<file path="config.mk">
export PLATFORM = sky130hd
export DESIGN_NAME = serial_adder_flat
export DESIGN_NICKNAME = d
export VERILOG_FILES = /design/src/rtl/serial_adder_if.sv /design/src/rtl/serial_adder.sv /design/src/flat_wrapper.sv
export SDC_FILE = /design/constraint.sdc
export NUM_CORES = 1
export LEC_CHECK = 0
export ABC_AREA = 1
export CORE_MARGIN = 8
export CORE_UTILIZATION = 37
export CTS_BUF_LIST = sky130_fd_sc_hd__clkbuf_4 sky130_fd_sc_hd__clkbuf_8
export CTS_CLUSTER_SIZE = 16
export DETAILED_ROUTE_END_ITERATION = 12
export PLACE_DENSITY = 0.63
export RECOVER_POWER = 25
export SYNTH_ARGS = -nofsm -noshare
export SYNTH_HDL_FRONTEND = slang
export SYNTH_SLANG_ARGS = --single-unit
</file>
<file path="constraint.sdc">
create_clock -name clk -period 2.7 [get_ports clk]
set_clock_uncertainty 0.2 [all_clocks]
set_input_delay 0.54 -clock clk [delete_from_list [all_inputs] [get_ports clk]]
set_output_delay 0.54 -clock clk [all_outputs]
set_load 0.1 [all_outputs]
</file>
<file path="src/rtl/serial_adder_if.sv">
// Handshake and operand/result bundle for serial_adder.
// SERIAL_ADDER_FLAGS_EN adds the zr/ng status outputs.
interface serial_adder_if #(
  parameter int WIDTH = 16
);
  logic             in_valid;
  logic             in_ready;
  logic [WIDTH-1:0] a;
  logic [WIDTH-1:0] b;
  logic             sub;
  logic             out_valid;
  logic             out_ready;
  logic [WIDTH-1:0] sum;
  logic             carry_out;
  logic             overflow;
`ifdef SERIAL_ADDER_FLAGS_EN
  logic             zr;
  logic             ng;
`endif

  modport master (
    output in_valid, a, b, sub, out_ready,
    input  in_ready, out_valid, sum, carry_out, overflow
`ifdef SERIAL_ADDER_FLAGS_EN
    , input zr, ng
`endif
  );

  modport slave (
    input  in_valid, a, b, sub, out_ready,
    output in_ready, out_valid, sum, carry_out, overflow
`ifdef SERIAL_ADDER_FLAGS_EN
    , output zr, ng
`endif
  );
endinterface

</file>
<file path="src/rtl/serial_adder.sv">
// Multi-cycle add/subtract: CHUNK bits per clock through a registered carry.
// Optional macro SERIAL_ADDER_FLAGS_EN adds registered zr/ng flags.
module serial_adder #(
  parameter int WIDTH = 16,
  parameter int CHUNK = 4
) (
  input  logic          clk,
  input  logic          rst_n,
  serial_adder_if.slave bus
);

  if (CHUNK < 1) begin : g_bad_chunk
    $fatal(1, "serial_adder: CHUNK must be >= 1");
  end else if (WIDTH % CHUNK != 0) begin : g_bad_div
    $fatal(1, "serial_adder: WIDTH must be a multiple of CHUNK");
  end

  localparam int NCH = (CHUNK >= 1) ? WIDTH / CHUNK : 1;
  localparam int CW  = (NCH > 1) ? $clog2(NCH) : 1;
  localparam logic [CW-1:0] LAST = CW'(NCH - 1);

  typedef enum logic [1:0] {IDLE, RUN, DONE} state_e;

  state_e           state_q, state_d;
  logic [WIDTH-1:0] a_q, a_d, b_q, b_d, res_q, res_d, sum_q, sum_d;
  logic             carry_q, carry_d, a_msb_q, a_msb_d, b_msb_q, b_msb_d;
  logic             cout_q, cout_d, ovf_q, ovf_d, valid_q, valid_d;
  logic [CW-1:0]    cnt_q, cnt_d;
  logic [CHUNK:0]   part;
`ifdef SERIAL_ADDER_FLAGS_EN
  logic             zr_q, zr_d, ng_q, ng_d;
`endif

  always_comb begin
    state_d = state_q;
    a_d     = a_q;
    b_d     = b_q;
    res_d   = res_q;
    sum_d   = sum_q;
    carry_d = carry_q;
    a_msb_d = a_msb_q;
    b_msb_d = b_msb_q;
    cout_d  = cout_q;
    ovf_d   = ovf_q;
    valid_d = valid_q;
    cnt_d   = cnt_q;
`ifdef SERIAL_ADDER_FLAGS_EN
    zr_d    = zr_q;
    ng_d    = ng_q;
`endif
    part = {1'b0, a_q[CHUNK-1:0]} + {1'b0, b_q[CHUNK-1:0]} + (CHUNK+1)'(carry_q);

    case (state_q)
      IDLE: begin
        if (bus.in_valid) begin
          // Subtraction as a + ~b + 1: the +1 enters as the initial carry.
          a_d     = bus.a;
          b_d     = bus.sub ? ~bus.b : bus.b;
          carry_d = bus.sub;
          cnt_d   = '0;
          a_msb_d = bus.a[WIDTH-1];
          b_msb_d = bus.sub ^ bus.b[WIDTH-1];
          state_d = RUN;
        end
      end
      RUN: begin
        a_d     = a_q >> CHUNK;
        b_d     = b_q >> CHUNK;
        res_d   = WIDTH'({part[CHUNK-1:0], res_q} >> CHUNK);
        carry_d = part[CHUNK];
        cnt_d   = cnt_q + 1'b1;
        if (cnt_q == LAST) begin
          state_d = DONE;
          valid_d = 1'b1;
          sum_d   = res_d;
          cout_d  = part[CHUNK];
          ovf_d   = (a_msb_q == b_msb_q) && (res_d[WIDTH-1] != a_msb_q);
`ifdef SERIAL_ADDER_FLAGS_EN
          zr_d    = (res_d == '0);
          ng_d    = res_d[WIDTH-1];
`endif
        end
      end
      DONE: begin
        if (bus.out_ready) begin
          valid_d = 1'b0;
          state_d = IDLE;
        end
      end
      default: state_d = IDLE;
    endcase
  end

  always_ff @(posedge clk or negedge rst_n) begin
    if (!rst_n) begin
      state_q <= IDLE;
      a_q     <= '0;
      b_q     <= '0;
      res_q   <= '0;
      sum_q   <= '0;
      carry_q <= 1'b0;
      a_msb_q <= 1'b0;
      b_msb_q <= 1'b0;
      cout_q  <= 1'b0;
      ovf_q   <= 1'b0;
      valid_q <= 1'b0;
      cnt_q   <= '0;
`ifdef SERIAL_ADDER_FLAGS_EN
      zr_q    <= 1'b0;
      ng_q    <= 1'b0;
`endif
    end else begin
      state_q <= state_d;
      a_q     <= a_d;
      b_q     <= b_d;
      res_q   <= res_d;
      sum_q   <= sum_d;
      carry_q <= carry_d;
      a_msb_q <= a_msb_d;
      b_msb_q <= b_msb_d;
      cout_q  <= cout_d;
      ovf_q   <= ovf_d;
      valid_q <= valid_d;
      cnt_q   <= cnt_d;
`ifdef SERIAL_ADDER_FLAGS_EN
      zr_q    <= zr_d;
      ng_q    <= ng_d;
`endif
    end
  end

  assign bus.in_ready  = rst_n && (state_q == IDLE);
  assign bus.out_valid = valid_q;
  assign bus.sum       = sum_q;
  assign bus.carry_out = cout_q;
  assign bus.overflow  = ovf_q;
`ifdef SERIAL_ADDER_FLAGS_EN
  assign bus.zr        = zr_q;
  assign bus.ng        = ng_q;
`endif

endmodule

</file>
<file path="src/flat_wrapper.sv">
// flat-port wrapper written by rule: the top's interface ports become plain ports
module serial_adder_flat 
#(
  parameter int WIDTH = 16,
  parameter int CHUNK = 4
)
  (clk, rst_n, bus_in_valid, bus_a, bus_b, bus_sub, bus_out_ready, bus_in_ready, bus_out_valid, bus_sum, bus_carry_out, bus_overflow);
  serial_adder_if #(.WIDTH(WIDTH)) bus_i ();
  input  logic clk;
  input  logic rst_n;
  input wire logic [$bits(bus_i.in_valid)-1:0] bus_in_valid;
  input wire logic [$bits(bus_i.a)-1:0] bus_a;
  input wire logic [$bits(bus_i.b)-1:0] bus_b;
  input wire logic [$bits(bus_i.sub)-1:0] bus_sub;
  input wire logic [$bits(bus_i.out_ready)-1:0] bus_out_ready;
  output wire logic [$bits(bus_i.in_ready)-1:0] bus_in_ready;
  output wire logic [$bits(bus_i.out_valid)-1:0] bus_out_valid;
  output wire logic [$bits(bus_i.sum)-1:0] bus_sum;
  output wire logic [$bits(bus_i.carry_out)-1:0] bus_carry_out;
  output wire logic [$bits(bus_i.overflow)-1:0] bus_overflow;
  assign bus_i.in_valid = bus_in_valid;
  assign bus_i.a = bus_a;
  assign bus_i.b = bus_b;
  assign bus_i.sub = bus_sub;
  assign bus_i.out_ready = bus_out_ready;
  assign bus_in_ready = bus_i.in_ready;
  assign bus_out_valid = bus_i.out_valid;
  assign bus_sum = bus_i.sum;
  assign bus_carry_out = bus_i.carry_out;
  assign bus_overflow = bus_i.overflow;
  serial_adder #(.WIDTH(WIDTH), .CHUNK(CHUNK)) u_core (.clk(clk), .rst_n(rst_n), .bus(bus_i));
endmodule
</file>
==> reports/qor.yml <==
ctsResizeCount: 0
cp-endpoint: "bus_in_ready"
cp-start-kind: "flop"
synth_cells: 345
ys_seq_area_share_pct: 54.7
arrival_ps: 1420
fin_hold_ws_ps: 253
grt_pass1_wl_mm: 12.4
yosysTopAreaCell: "dfrtp_1"
timing.final.crit_share_pct: 79.8
drt_first_pass_iters: 4
setup_viol_count_final: 0
grtUsageMet3_pct: 5.91
synth_edf_count: 0
ioPinCount: 57
async_flop_share_pct: 100
vias: 2375
rows: 34
die_y_um: 109
synth_area_um2: 3200
r2r_end: "u_core.carry_q"
timing.rr.start: "u_core.b_q[0]"
grt_overflow: 0
relSlewSlack_pct: -15.4
drc: 0
cts_tree: "done"
cts.path.max_buffers: 2
die_w_um: 109
path_clk_slew_ps: 70
drt_iter0_markers: 124
grt_max_degree: 71
syn_area_per_cell_um2: 9.29
clock_latency_ps: 340
drv_cap: 1
path_cells: "inv_1 -> nand2_1 -> nor2_1 -> buf_12"
layout-drive-gt1-share_pct: 13.0
dp_hpwl_mm: 4.85
fillers: 852
violations: "max-capacitance violations, max-slew violations"
fin_nets: 445
min_path_type: "reg -> reg"
irDropWorstVdd_mv: 0.529
grt_usage_pct: 13.2
synth_flop_cell: "dfrtp_1"
cts_hold_buf: 0
ys.warnings.count: 0
r2r_cells: 6
start_util_pct: 37.5
root_buffer: "clkbuf_8"
fin_crit_ps: 2160
met1_usage_pct: 15.9
tightest_slew_ps: 1730
required_ps: 1960
postRouteAntennaNets: 0
fmax_ghz: 0.464
setup_tns_ps: 0
seqCellArea_um2: 1750
grt-busiest-layer: "met2"
ys_types: 28
viasPerCell: 4.61
layout_commonest_cell: "nand2_1"
antenna_found_initial: 0
core_area_um2: 8550
cts_num_sinks: 70
end_kind: "primary output"
max_stage_delay_ps: 380
cp_slowest_cell: "dfrtp_1"
wl_per_cell_um: 13.8
finalHoldViolCount: 0
critPathLaunch: "u_core.state_q[0]"
rrSetupSlack_ps: 830
synth_top_area_share_pct: 54.7
crit_type: "reg -> out"
dieArea_um2: 11900
antenna_cells: 0
first_global_vias: 2616
rsz0062_at_grt: "false"
io_buffers: 56
slew_viol_final: 71
final_cell_mix: "114 x nand2_1, 70 x dfrtp_1, 35 x clkdlybuf4s50_1, 31 x o21ai_0, 27 x inv_1"
synth_nets: 388
post_cts_buffers: 0
multi_input_area_um2: 1230
cts_buffers: 9
status: "finished, violations left"
synth_seq_cells: 70
wl_mm: 7.09
grt.met2_usage_pct: 21.3
area_growth_pct: 23.7
hp-start: "u_core.state_q[0]"
synth_area_leaders: "dfrtp_1 55%, nand2_1 13%, o21ai_0 4.8%, xnor2_1 4.4%, inv_1 3.0%"
path_max_fanout: 4
powerDensity_nw_per_um2: 1410
gp_congestion: 0.742
htreeDepth: 3
p_leak_nw: 1.88
==> worst max-delay path, delay by kind of cell, from the launching register on <==
family / cells / cell delay (ps)
flops: 1 / 380
buf+inv: 2 / 400
simple gates: 2 / 290
==> power breakdown <==
part	internal, W	switching [W]	leakage [nW]
clock	0.000374	0.000384	0.0930
combinational	0.000866	0.00215	0.907
sequential	0.00155	0.000257	0.876
total	0.00279	0.00279	1.88
==> layout make-up <==
class | count | share of cell area, %
flip-flops and latches | 70 | 44.2
multi-input cells | 229 | 31.0
repair buffers | 62 | 14.1
clock buffers | 12 | 3.85
well taps | 108 | 3.41
inverters | 30 | 2.90
clock inverters | 4 | 0.568
==> worst min-delay path by stage <==
stage,endpoint,depth (start not counted)
2_1_floorplan,u_core.a_msb_q,0
3_3_place_gp,u_core.bus.sum[3],2
3_5_place_dp,u_core.bus.sum[1],2
4_1_cts,u_core.state_q[1],1
5_1_grt,u_core.state_q[1],1
6_report,u_core.state_q[1],1
==> cell usage after synthesis, drive strengths merged, types with 2 or more instances <==
cell type  count
o211ai        11
xnor2         16
nor2          13
nand2        115
inv           29
a211oi         8
nand3         13
fa             2
o31ai          2
clkbuf         2
o21ai         31
dfrtp         70
buf           14
a21oi          3
nor3           8
ha             4
==> kinds of logic after synthesis <==
family / Yosys count / synth area share (%)
AOI/OAI and AO/OA: 57 / 11.7
xor gates and xnor gates: 17 / 4.65
adders and majority gates: 6 / 2.81
buffers and inverters: 46 / 7.03
DFF: 70 / 54.7
and+or+nand+nor: 149 / 19.1
==> sequential cells by signal (all words and copies together) (netlist names), 2 cells and up <==
signal / flops
u_core.a_q: 16
u_core.cnt_q: 2
u_core.state_q: 2
u_core.b_q: 16
u_core.res_q: 12
u_core.bus.sum: 16
==> stage by stage <==
| step | area [um^2] | power, W | setup slack (ps) | cells | utilization, % |
|---|---|---|---|---|---|
| floorplan | 3200 | 0.00423 | 99.7 | 345 | - |
| global placement | 3790 | 0.00480 | 398 | 499 | 44.4 |
| detailed placement | 3790 | 0.00488 | 407 | 499 | 44.4 |
| CTS | 3970 | 0.00565 | 523 | 515 | 46.4 |
| global route | 3960 | 0.00606 | 247 | 515 | 46.4 |
| finish | 3960 | 0.00559 | 545 | 515 | 46.4 |
==> per-layer routing <==
layer / up-vias / share of wire (%)
met1: 1101 / 46
met4: 0 / 0.83
met5: - / 0
li1: 1219 / -
met2: 49 / 47
met3: 6 / 6.9
Power figures use the tool's default switching activity.
